**config.mk**
```make
export PLATFORM = sky130hd
export DESIGN_NAME = ai_ram_read_scheduler_flat
export DESIGN_NICKNAME = d
export VERILOG_FILES = /design/src/rtl/ai_ram_read_scheduler_if.sv /design/src/rtl/ai_ram_read_scheduler.sv /design/src/flat_wrapper.sv
export SDC_FILE = /design/constraint.sdc
export NUM_CORES = 1
export LEC_CHECK = 0
export BUFFER_PORTS_ARGS = -buffer_cell sky130_fd_sc_hd__buf_2
export CAP_MARGIN = 20
export CORE_MARGIN = 3
export CORE_UTILIZATION = 30
export DETAILED_ROUTE_END_ITERATION = 8
export GPL_TIMING_DRIVEN = 1
export MAX_ROUTING_LAYER = met4
export PLACE_DENSITY = 0.47
export SLEW_MARGIN = 10
export SYNTH_ARGS = -nofsm -noshare
export SYNTH_HDL_FRONTEND = slang
export SYNTH_SLANG_ARGS = --single-unit
```
**constraint.sdc**
```tcl
create_clock -name csi_clk -period 3.2 [get_ports csi_clk]
set_clock_uncertainty 0.1 [all_clocks]
set_input_delay 0.32 -clock csi_clk [delete_from_list [all_inputs] [get_ports csi_clk]]
set_output_delay 0.32 -clock csi_clk [all_outputs]
set_load 0.02 [all_outputs]
```
**src/rtl/ai_ram_read_scheduler_if.sv**
```systemverilog
// Bundle of the signals between the AI RAM read scheduler, its two compute engines
// and the RAM inside read port.
//   req0/req1 : address-pair requests {addr2,addr1} (valid/ready)
//   rsp0/rsp1 : per-engine in-order responses {data2,data1} (valid/ready)
//   ram_*     : address pair to the RAM (valid/ready) and its fixed-latency read data
//   busy      : reads in flight or responses still queued
// Handshake rule for every valid/ready pair here: a transfer happens in exactly the
// cycle where valid and ready are both high at the rising clock edge.
// Modports: slave = the scheduler itself, master = the surrounding environment.
interface ai_ram_read_scheduler_if;
    logic        req0_valid;
    logic [31:0] req0_addr;
    logic        req0_ready;
    logic        rsp0_valid;
    logic [63:0] rsp0_data;
    logic        rsp0_ready;
    logic        req1_valid;
    logic [31:0] req1_addr;
    logic        req1_ready;
    logic        rsp1_valid;
    logic [63:0] rsp1_data;
    logic        rsp1_ready;
    logic [31:0] ram_addr;
    logic        ram_addr_valid;
    logic        ram_addr_ready;
    logic [63:0] ram_data;
    logic        busy;

    modport slave (
        input  req0_valid, req0_addr, rsp0_ready,
        input  req1_valid, req1_addr, rsp1_ready,
        input  ram_addr_ready, ram_data,
        output req0_ready, rsp0_valid, rsp0_data,
        output req1_ready, rsp1_valid, rsp1_data,
        output ram_addr, ram_addr_valid, busy
    );

    modport master (
        output req0_valid, req0_addr, rsp0_ready,
        output req1_valid, req1_addr, rsp1_ready,
        output ram_addr_ready, ram_data,
        input  req0_ready, rsp0_valid, rsp0_data,
        input  req1_ready, rsp1_valid, rsp1_data,
        input  ram_addr, ram_addr_valid, busy
    );
endinterface

```
**src/rtl/ai_ram_read_scheduler.sv**
```systemverilog
// Shares the AI RAM dual-address read port between two compute engines.
// Round-robin grant between eligible requesters, a RD_LATENCY-deep tag pipe that
// remembers which engine each in-flight read belongs to, and one credit-guarded
// show-ahead response FIFO per engine so each engine sees its data in issue order.
// Ports:
//   csi_clk      clock
//   rsi_reset_n  asynchronous active-low reset
//   bus          ai_ram_read_scheduler_if.slave (requests, responses, RAM port, busy)
module ai_ram_read_scheduler #(
    parameter int RD_LATENCY = 2,
    parameter int FIFO_DEPTH = 4
) (
    input  logic                    csi_clk,
    input  logic                    rsi_reset_n,
    ai_ram_read_scheduler_if.slave  bus
);
    localparam int PW = $clog2(FIFO_DEPTH);
    localparam int CW = $clog2(FIFO_DEPTH + 1);

    logic [1:0]            req_valid;
    logic [1:0]            rsp_ready;
    logic [1:0]            rsp_valid;
    logic [1:0]            elig;
    logic [1:0]            grant;
    logic [1:0]            pop;
    logic [1:0]            wr;
    logic                  issue;
    logic [CW-1:0]         credit_q [2];
    logic [CW-1:0]         credit_d [2];
    logic [CW-1:0]         count_q  [2];
    logic [CW-1:0]         count_d  [2];
    logic [PW-1:0]         rptr_q   [2];
    logic [PW-1:0]         wptr_q   [2];
    logic [63:0]           mem_q    [2][FIFO_DEPTH];
    logic [RD_LATENCY-1:0] tag_v_q;
    logic [RD_LATENCY-1:0] tag_id_q;
    logic                  last_q;   // requester granted by the most recent issue

    assign req_valid = {bus.req1_valid, bus.req0_valid};
    assign rsp_ready = {bus.rsp1_ready, bus.rsp0_ready};

    // A requester may only issue while it still owns a free slot in its FIFO, so a
    // returning read can never find its FIFO full.
    always_comb begin
        for (int n = 0; n < 2; n++) begin
            elig[n]      = req_valid[n] && (credit_q[n] != '0);
            rsp_valid[n] = (count_q[n] != '0);
            pop[n]       = rsp_valid[n] && rsp_ready[n];
        end
    end

    // With both eligible, the one not served last wins; last_q resets to 1 so req0 goes first.
    assign grant[1] = elig[1] && (!elig[0] || !last_q);
    assign grant[0] = elig[0] && !grant[1];
    assign issue    = (|elig) && bus.ram_addr_ready;

    // The oldest tag-pipe stage lines up with ram_data for that read.
    assign wr[0] = tag_v_q[RD_LATENCY-1] && !tag_id_q[RD_LATENCY-1];
    assign wr[1] = tag_v_q[RD_LATENCY-1] &&  tag_id_q[RD_LATENCY-1];

    assign bus.ram_addr_valid = |elig;
    assign bus.ram_addr       = grant[1] ? bus.req1_addr : (grant[0] ? bus.req0_addr : '0);
    assign bus.req0_ready     = grant[0] && bus.ram_addr_ready;
    assign bus.req1_ready     = grant[1] && bus.ram_addr_ready;
    assign bus.rsp0_valid     = rsp_valid[0];
    assign bus.rsp1_valid     = rsp_valid[1];
    // Storage is not reset; gating with valid keeps the data outputs at zero when empty.
    assign bus.rsp0_data      = rsp_valid[0] ? mem_q[0][rptr_q[0]] : '0;
    assign bus.rsp1_data      = rsp_valid[1] ? mem_q[1][rptr_q[1]] : '0;
    assign bus.busy           = (|tag_v_q) || (|rsp_valid);

    always_comb begin
        for (int n = 0; n < 2; n++) begin
            credit_d[n] = credit_q[n];
            count_d[n]  = count_q[n];
            if (issue && grant[n]) credit_d[n] = credit_d[n] - CW'(1);
            if (pop[n])            credit_d[n] = credit_d[n] + CW'(1);
            if (wr[n])             count_d[n]  = count_d[n] + CW'(1);
            if (pop[n])            count_d[n]  = count_d[n] - CW'(1);
        end
    end

    always_ff @(posedge csi_clk or negedge rsi_reset_n) begin
        if (!rsi_reset_n) begin
            for (int n = 0; n < 2; n++) begin
                credit_q[n] <= CW'(FIFO_DEPTH);
                count_q[n]  <= '0;
                rptr_q[n]   <= '0;
                wptr_q[n]   <= '0;
            end
            tag_v_q  <= '0;
            tag_id_q <= '0;
            last_q   <= 1'b1;
        end else begin
            for (int n = 0; n < 2; n++) begin
                credit_q[n] <= credit_d[n];
                count_q[n]  <= count_d[n];
                if (wr[n])  wptr_q[n] <= wptr_q[n] + PW'(1);
                if (pop[n]) rptr_q[n] <= rptr_q[n] + PW'(1);
            end
            tag_v_q  <= (tag_v_q << 1)  | RD_LATENCY'(issue);
            tag_id_q <= (tag_id_q << 1) | RD_LATENCY'(grant[1]);
            if (issue) last_q <= grant[1];
        end
    end

    // Write data lands in storage at the edge, so it becomes visible the next cycle.
    always_ff @(posedge csi_clk) begin
        for (int n = 0; n < 2; n++) begin
            if (wr[n]) mem_q[n][wptr_q[n]] <= bus.ram_data;
        end
    end

    always @(posedge csi_clk) begin
        if (rsi_reset_n) begin
            assert (count_q[0] <= CW'(FIFO_DEPTH) && count_q[1] <= CW'(FIFO_DEPTH));
        end
    end
endmodule
```
**src/flat_wrapper.sv**
```systemverilog
// flat-port wrapper written by rule: the top's interface ports become plain ports
module ai_ram_read_scheduler_flat 
#(
    parameter int RD_LATENCY = 2,
    parameter int FIFO_DEPTH = 4
)
  (csi_clk, rsi_reset_n, bus_req0_valid, bus_req0_addr, bus_rsp0_ready, bus_req1_valid, bus_req1_addr, bus_rsp1_ready, bus_ram_addr_ready, bus_ram_data, bus_req0_ready, bus_rsp0_valid, bus_rsp0_data, bus_req1_ready, bus_rsp1_valid, bus_rsp1_data, bus_ram_addr, bus_ram_addr_valid, bus_busy);
  ai_ram_read_scheduler_if bus_i ();
  input  logic csi_clk;
  input  logic rsi_reset_n;
  input wire logic [$bits(bus_i.req0_valid)-1:0] bus_req0_valid;
  input wire logic [$bits(bus_i.req0_addr)-1:0] bus_req0_addr;
  input wire logic [$bits(bus_i.rsp0_ready)-1:0] bus_rsp0_ready;
  input wire logic [$bits(bus_i.req1_valid)-1:0] bus_req1_valid;
  input wire logic [$bits(bus_i.req1_addr)-1:0] bus_req1_addr;
  input wire logic [$bits(bus_i.rsp1_ready)-1:0] bus_rsp1_ready;
  input wire logic [$bits(bus_i.ram_addr_ready)-1:0] bus_ram_addr_ready;
  input wire logic [$bits(bus_i.ram_data)-1:0] bus_ram_data;
  output wire logic [$bits(bus_i.req0_ready)-1:0] bus_req0_ready;
  output wire logic [$bits(bus_i.rsp0_valid)-1:0] bus_rsp0_valid;
  output wire logic [$bits(bus_i.rsp0_data)-1:0] bus_rsp0_data;
  output wire logic [$bits(bus_i.req1_ready)-1:0] bus_req1_ready;
  output wire logic [$bits(bus_i.rsp1_valid)-1:0] bus_rsp1_valid;
  output wire logic [$bits(bus_i.rsp1_data)-1:0] bus_rsp1_data;
  output wire logic [$bits(bus_i.ram_addr)-1:0] bus_ram_addr;
  output wire logic [$bits(bus_i.ram_addr_valid)-1:0] bus_ram_addr_valid;
  output wire logic [$bits(bus_i.busy)-1:0] bus_busy;
  assign bus_i.req0_valid = bus_req0_valid;
  assign bus_i.req0_addr = bus_req0_addr;
  assign bus_i.rsp0_ready = bus_rsp0_ready;
  assign bus_i.req1_valid = bus_req1_valid;
  assign bus_i.req1_addr = bus_req1_addr;
  assign bus_i.rsp1_ready = bus_rsp1_ready;
  assign bus_i.ram_addr_ready = bus_ram_addr_ready;
  assign bus_i.ram_data = bus_ram_data;
  assign bus_req0_ready = bus_i.req0_ready;
  assign bus_rsp0_valid = bus_i.rsp0_valid;
  assign bus_rsp0_data = bus_i.rsp0_data;
  assign bus_req1_ready = bus_i.req1_ready;
  assign bus_rsp1_valid = bus_i.rsp1_valid;
  assign bus_rsp1_data = bus_i.rsp1_data;
  assign bus_ram_addr = bus_i.ram_addr;
  assign bus_ram_addr_valid = bus_i.ram_addr_valid;
  assign bus_busy = bus_i.busy;
  ai_ram_read_scheduler #(.RD_LATENCY(RD_LATENCY), .FIFO_DEPTH(FIFO_DEPTH)) u_core (.csi_clk(csi_clk), .rsi_reset_n(rsi_reset_n), .bus(bus_i));
endmodule
```
**Word level (Yosys, flattened, before mapping)**

Memories as Yosys holds them, arrays and structs flattened.
Cells that the tools add are included.

- Add/sub/neg operators: 12
- Multipliers: 0
- Divide/modulo/power cells: 0
- Order comparisons: 6
- Equality and inequality tests: 0
- Shift operators: 0
- Multiplexer cells: 29
- Bitwise logic cells: 6
- Reductions and logical operators: 29

Operators with widths:

| operator | number |
|---|---|
| $mux 256 | 4 |
| $mux 64 | 8 |
| $bmux 64 s2 | 2 |
| $demux 64 s2 | 2 |
| $reduce_or 256->1 | 1 |
| $mux 32 | 2 |
| $mux 3 | 8 |
| $logic_and 1x1->1 | 15 |
| $add 3x1->3 const B | 4 |
| $ge 3x3->1 const B | 4 |
| $not 2->3 | 4 |
| $reduce_bool 3->1 | 4 |
| $sub 3x1->3 const B | 4 |
| $add 2x1->2 const B | 4 |
| $lt 3x1->1 const B | 2 |
| $reduce_or 2->1 | 3 |
| $logic_not 1->1 | 4 |
| $or 2x1->2 | 2 |
| $mux 1 | 3 |
| $logic_or 1x1->1 | 2 |

- Register bits after elaboration: 25
- Bits in latches: 0
- Memory bits (writable): 512
- ROM bits: 0
- Input bits: 135
- Output and inout bits: 166
- Memories kept: 1

Memories:

| name | depth | bits a word | read ports | clocked after Yosys merged registers in | write ports | line | text |
|---|---|---|---|---|---|---|---|
| u_core.mem_q | 2 | 256 | 2 | 0 | 1 | ai_ram_read_scheduler.sv:34 | `logic [63:0] mem_q [2][FIFO_DEPTH];` |

**Longest topological paths before layout**

- Depth in word-level cells: 11
- Gate-level depth with buffers: 9

**Worst setup path after synthesis**

Ideal clock, no wire load.

- Path kind: register to register
- Start point: register u_core.tag_v_q[1]
- End point: memory u_core.mem_q[0][0] (netlist name), enable pin
- Setup time: 0.429 ns
- Arrival: 2.285 ns
- Data required time: 2.671 ns
- Slack: 0.386 ns
- Cell stages (with the launch flop): 4
- Path buffers: 1
- Clock period less this slack: 2.814 ns
- Cells stage by stage: dfrtp_1 nor2b_1 buf_2 and2_1

- Word-level cells in the longest chain between the ends: 5

RTL lines:

| element | line | text |
|---|---|---|
| from (decl) | ai_ram_read_scheduler.sv:35 | `logic [RD_LATENCY-1:0] tag_v_q;` |
| from (signal assigned) | ai_ram_read_scheduler.sv:101 | `tag_v_q <= (tag_v_q << 1) \| RD_LATENCY'(issue);` |
| $logic_and 1x1->1 | ai_ram_read_scheduler.sv:59 | `assign wr[1] = tag_v_q[RD_LATENCY-1] && tag_id_q[RD_LATENCY-1];` |
| $mux 1 | ai_ram_read_scheduler.sv:110 | `if (wr[n]) mem_q[n][wptr_q[n]] <= bus.ram_data;` |
| $mux 256 (not written as such) | ai_ram_read_scheduler.sv:110 |  |
| $reduce_or 256->1 (no source line) | -- |  |
| $mux 1 (no source line) / $mux 256 (equally long branches) | -- |  |
| to (decl) | ai_ram_read_scheduler.sv:34 |  |

Several ways; a longest one is shown, not always the timed one.

**Final worst setup path**

- Start point: register u_core.rptr_q[2] (netlist name)
- End point: output port bus_rsp0_data[11]

- Word-level cells in the longest chain between the ends: 5

RTL lines:

| element | line | text |
|---|---|---|
| from (decl) | ai_ram_read_scheduler.sv:32 | `logic [PW-1:0] rptr_q [2];` |
| from (signal, indexed assignment) | ai_ram_read_scheduler.sv:99 | `if (pop[n]) rptr_q[n] <= rptr_q[n] + PW'(1);` |
| $not 2->3 (not written as such) | ai_ram_read_scheduler.sv:68 | `assign bus.rsp0_data = rsp_valid[0] ? mem_q[0][rptr_q[0]] : '0;` |
| $bmux 64 s2 | ai_ram_read_scheduler.sv:68 |  |
| $mux 64 (not written as such) (2 in series) | ai_ram_read_scheduler.sv:68 |  |
| $mux 64 | ai_ram_read_scheduler.sv:68 |  |
| to (decl) | flat_wrapper.sv:21 | `output wire logic [$bits(bus_i.rsp0_data)-1:0] bus_rsp0_data;` |

Every way passes these cells. The select of a mux whose other input is x is not followed.

==> results.ini <==
[timing]
min_period_ns = 2.99
slew_headroom_pct = 49.7
tightest_slew_ns = 0.754
max_freq_mhz = 334
rsz0062_at_grt = false
layout_setup_ws_ns = 0.210
finalMaxSlewViolations = 0
finalHoldViolCount = 0
finalSetupViolations = 0
hold_slack_ns = 0.0449
setup_tns_ns = 0
fin_crit_sh_pct = 93.4

[finish]
nets = 1550
final-seq-area_um2 = 16000
final_common_cell = edfxtp_1
nFillCells = 6335
final_cell_mix = 512 x edfxtp_1, 300 x buf_2, 130 x and2_1
layout-drive-gt1-share_pct = 39.8
syn_to_final_growth_pct = 27.0
multi_input_area_um2 = 4780
layout.cells.non_filler = 2380

[global_routing]
antenna_found_initial = 6
grt_usage_pct = 15.0
grt_pass1_vias = 11800
grt_max_degree = 47
overflow = 0
grt_pass1_wl_um = 80100

[critical_path]
arrival_ns = 2.57
worstSetupEndpointType = output pin
crit_buf_inv = 2
cpLargestDelayFamily = flip-flops
crit_chain = buf_12, mux4_2, and2_1, buf_2
cp-start-kind = register
critPathRequiredTime_ns = 2.78
critical-path-max-stage-delay_ns = 0.80
crit_type = reg -> out
path_max_fanout = 23
slowest_stage = dfrtp_4

[logic_synthesis]
synth_nets = 1134
syn_inst = 979
synth_warnings = 0
ys_types = 31
syn_area_um2 = 21100
synthFlopType = edfxtp_1
syn_area_per_cell_um2 = 21.5
ys_seq_elements = 537
yosys-top-cells-area = edfxtp_1 73%, mux4_2 14%, and2_1 4.0%, dfrtp_1 2.6%, a22o_1 1.3%
synth-seq-area-share_pct = 75.9
async_flop_share_pct = 4.66
yosys.area.top_type_share_pct = 72.9
synth_top_cell_by_area = edfxtp_1
synth_edf_count = 512

[placed_design]
portBuffers = 300
gp_congestion = 0.783
dp_hpwl_um = 33000
dp_slack_ns = 0.750
place_inst = 2198

[floorplanning]
core_area_um2 = 69100
die_area_um2 = 73500
fp.dieH_um = 271
dieWidth_um = 271
rows = 96
initial_core_util_pct = 30.5
ios = 301

[routing]
routed_wl_um = 53700
drcViolationCount = 0
wl_per_cell_um = 22.6
vias = 11000
postRouteAntennaNets = 0
viasPerCell = 4.62
drt_iter0_markers = 731
dr.pass1.iters = 5

[outcome]
outcome = finished, final reports clean

[clocking]
clock_sinks = 537
cts_root_buffer = clkbuf_16
clock_latency_ns = 0.62
clk_pin_slew_ns = 0.06
cts_tree = built
h-tree-depth = 2
clockBufferDepth = 3
cts_buffers = 59

[min_path]
hp-class = in -> reg

[power]
power_density_nw_per_um2 = 935
leakage_nw = 9.39
vdd_drop_max_v = 0.000590

[run]
drv_cap = 0

[routing by layer]
metal	track usage [%]	vias up	routed length, µm
met5	-	-	0
met4	3.37	0	892
met3	2.64	73	2660
met2	23.3	289	25200
met1	20.8	5827	24900
li1	-	4806	-
[where the power goes]
part / internal (mW) / switching (mW)
Sequential: 8.55 / 0.532
Combinational: 3.80 / 5.03
Clock: 4.37 / 2.77
Total: 16.7 / 8.33
[registers in the layout, indices dropped and copies added (netlist names)]
name	count
u_core.mem_q	512
u_core.count_q	6
u_core.credit_q	6
u_core.rptr_q	4
u_core.wptr_q	4
u_core.tag_id_q	2
u_core.tag_v_q	2
u_core.last_q	1
[worst min-delay path, delay by kind of cell]
kind / cells / cell delay [ns]
AO/OA/AOI/OAI: 1 / 0.09
buffers and inverters: 1 / 0.09
AND/OR/NAND/NOR: 1 / 0.20
[worst paths after layout]
kind                                         startpoint                           end  slack (ns)  cells after the start
max                        u_core.rptr_q[2]$_DFFE_PN0P_             bus_rsp0_data[11]        0.21                      4
min                                      bus_req0_valid  u_core.tag_id_q[0]$_DFF_PN0_        0.04                      3
max reg2reg                u_core.credit_q[0]$_DFF_PN0_  u_core.credit_q[1]$_DFF_PN0_        0.89                      8
min reg2reg                u_core.tag_id_q[0]$_DFF_PN0_  u_core.tag_id_q[1]$_DFF_PN0_        0.25                      0
max in group asynchronous                   rsi_reset_n  u_core.rptr_q[3]$_DFFE_PN0P_        2.34                      2
min in group asynchronous                   rsi_reset_n  u_core.rptr_q[1]$_DFFE_PN0P_        0.18                      2
[repair_timing]
item                      CTS  global route
hold endpoints to repair  540             0
buffers inserted            0             0
hold buffers               67             0
resized for setup           0             0
[cells in the mapped netlist (all sizes together) (2+ instances only)]
cell type  count
a21oi          2
a22o          32
and2         134
and3           4
buf           32
clkbuf        17
dfrtp         22
dfstp          3
edfxtp       512
ha            20
inv           17
mux2           3
mux2i          7
mux4         128
nand2         12
nand2b         3
nor2b          2
o21ai          2
xnor2         20
[logic make-up after synthesis]
kind of cell,after synthesis,share of synthesized area (%)
buffers and inverters,66,1.65
DFF,537,75.9
xor gates and xnor gates,20,0.831
AOI/OAI and AO/OA,40,1.64
and+or+nand+nor,158,4.60
adders and majority gates,20,1.19
muxes,138,14.2
[layout make-up]
| type | instances | area share, % |
|---|---|---|
| tap | 931 | 4.35 |
| sequential | 537 | 59.8 |
| multi-input combinational | 376 | 17.9 |
| antenna | 5 | 0.0467 |
| timing repair buffer | 404 | 10.0 |
| inverter | 17 | 0.238 |
| clock inverter | 36 | 1.78 |
| clock buffer | 74 | 5.88 |
[per-stage QoR]
stage	instance area [µm²]	util (%)	power [mW]
2_1_floorplan	21100	-	14.9
3_3_place_gp	24000	34.8	18.2
3_5_place_dp	24000	34.8	18.3
4_1_cts	26800	38.8	25.6
5_1_grt	26800	38.8	26.4
6_report	26800	38.8	25.1
No activity file was read; power rests on OpenSTA's default activity.
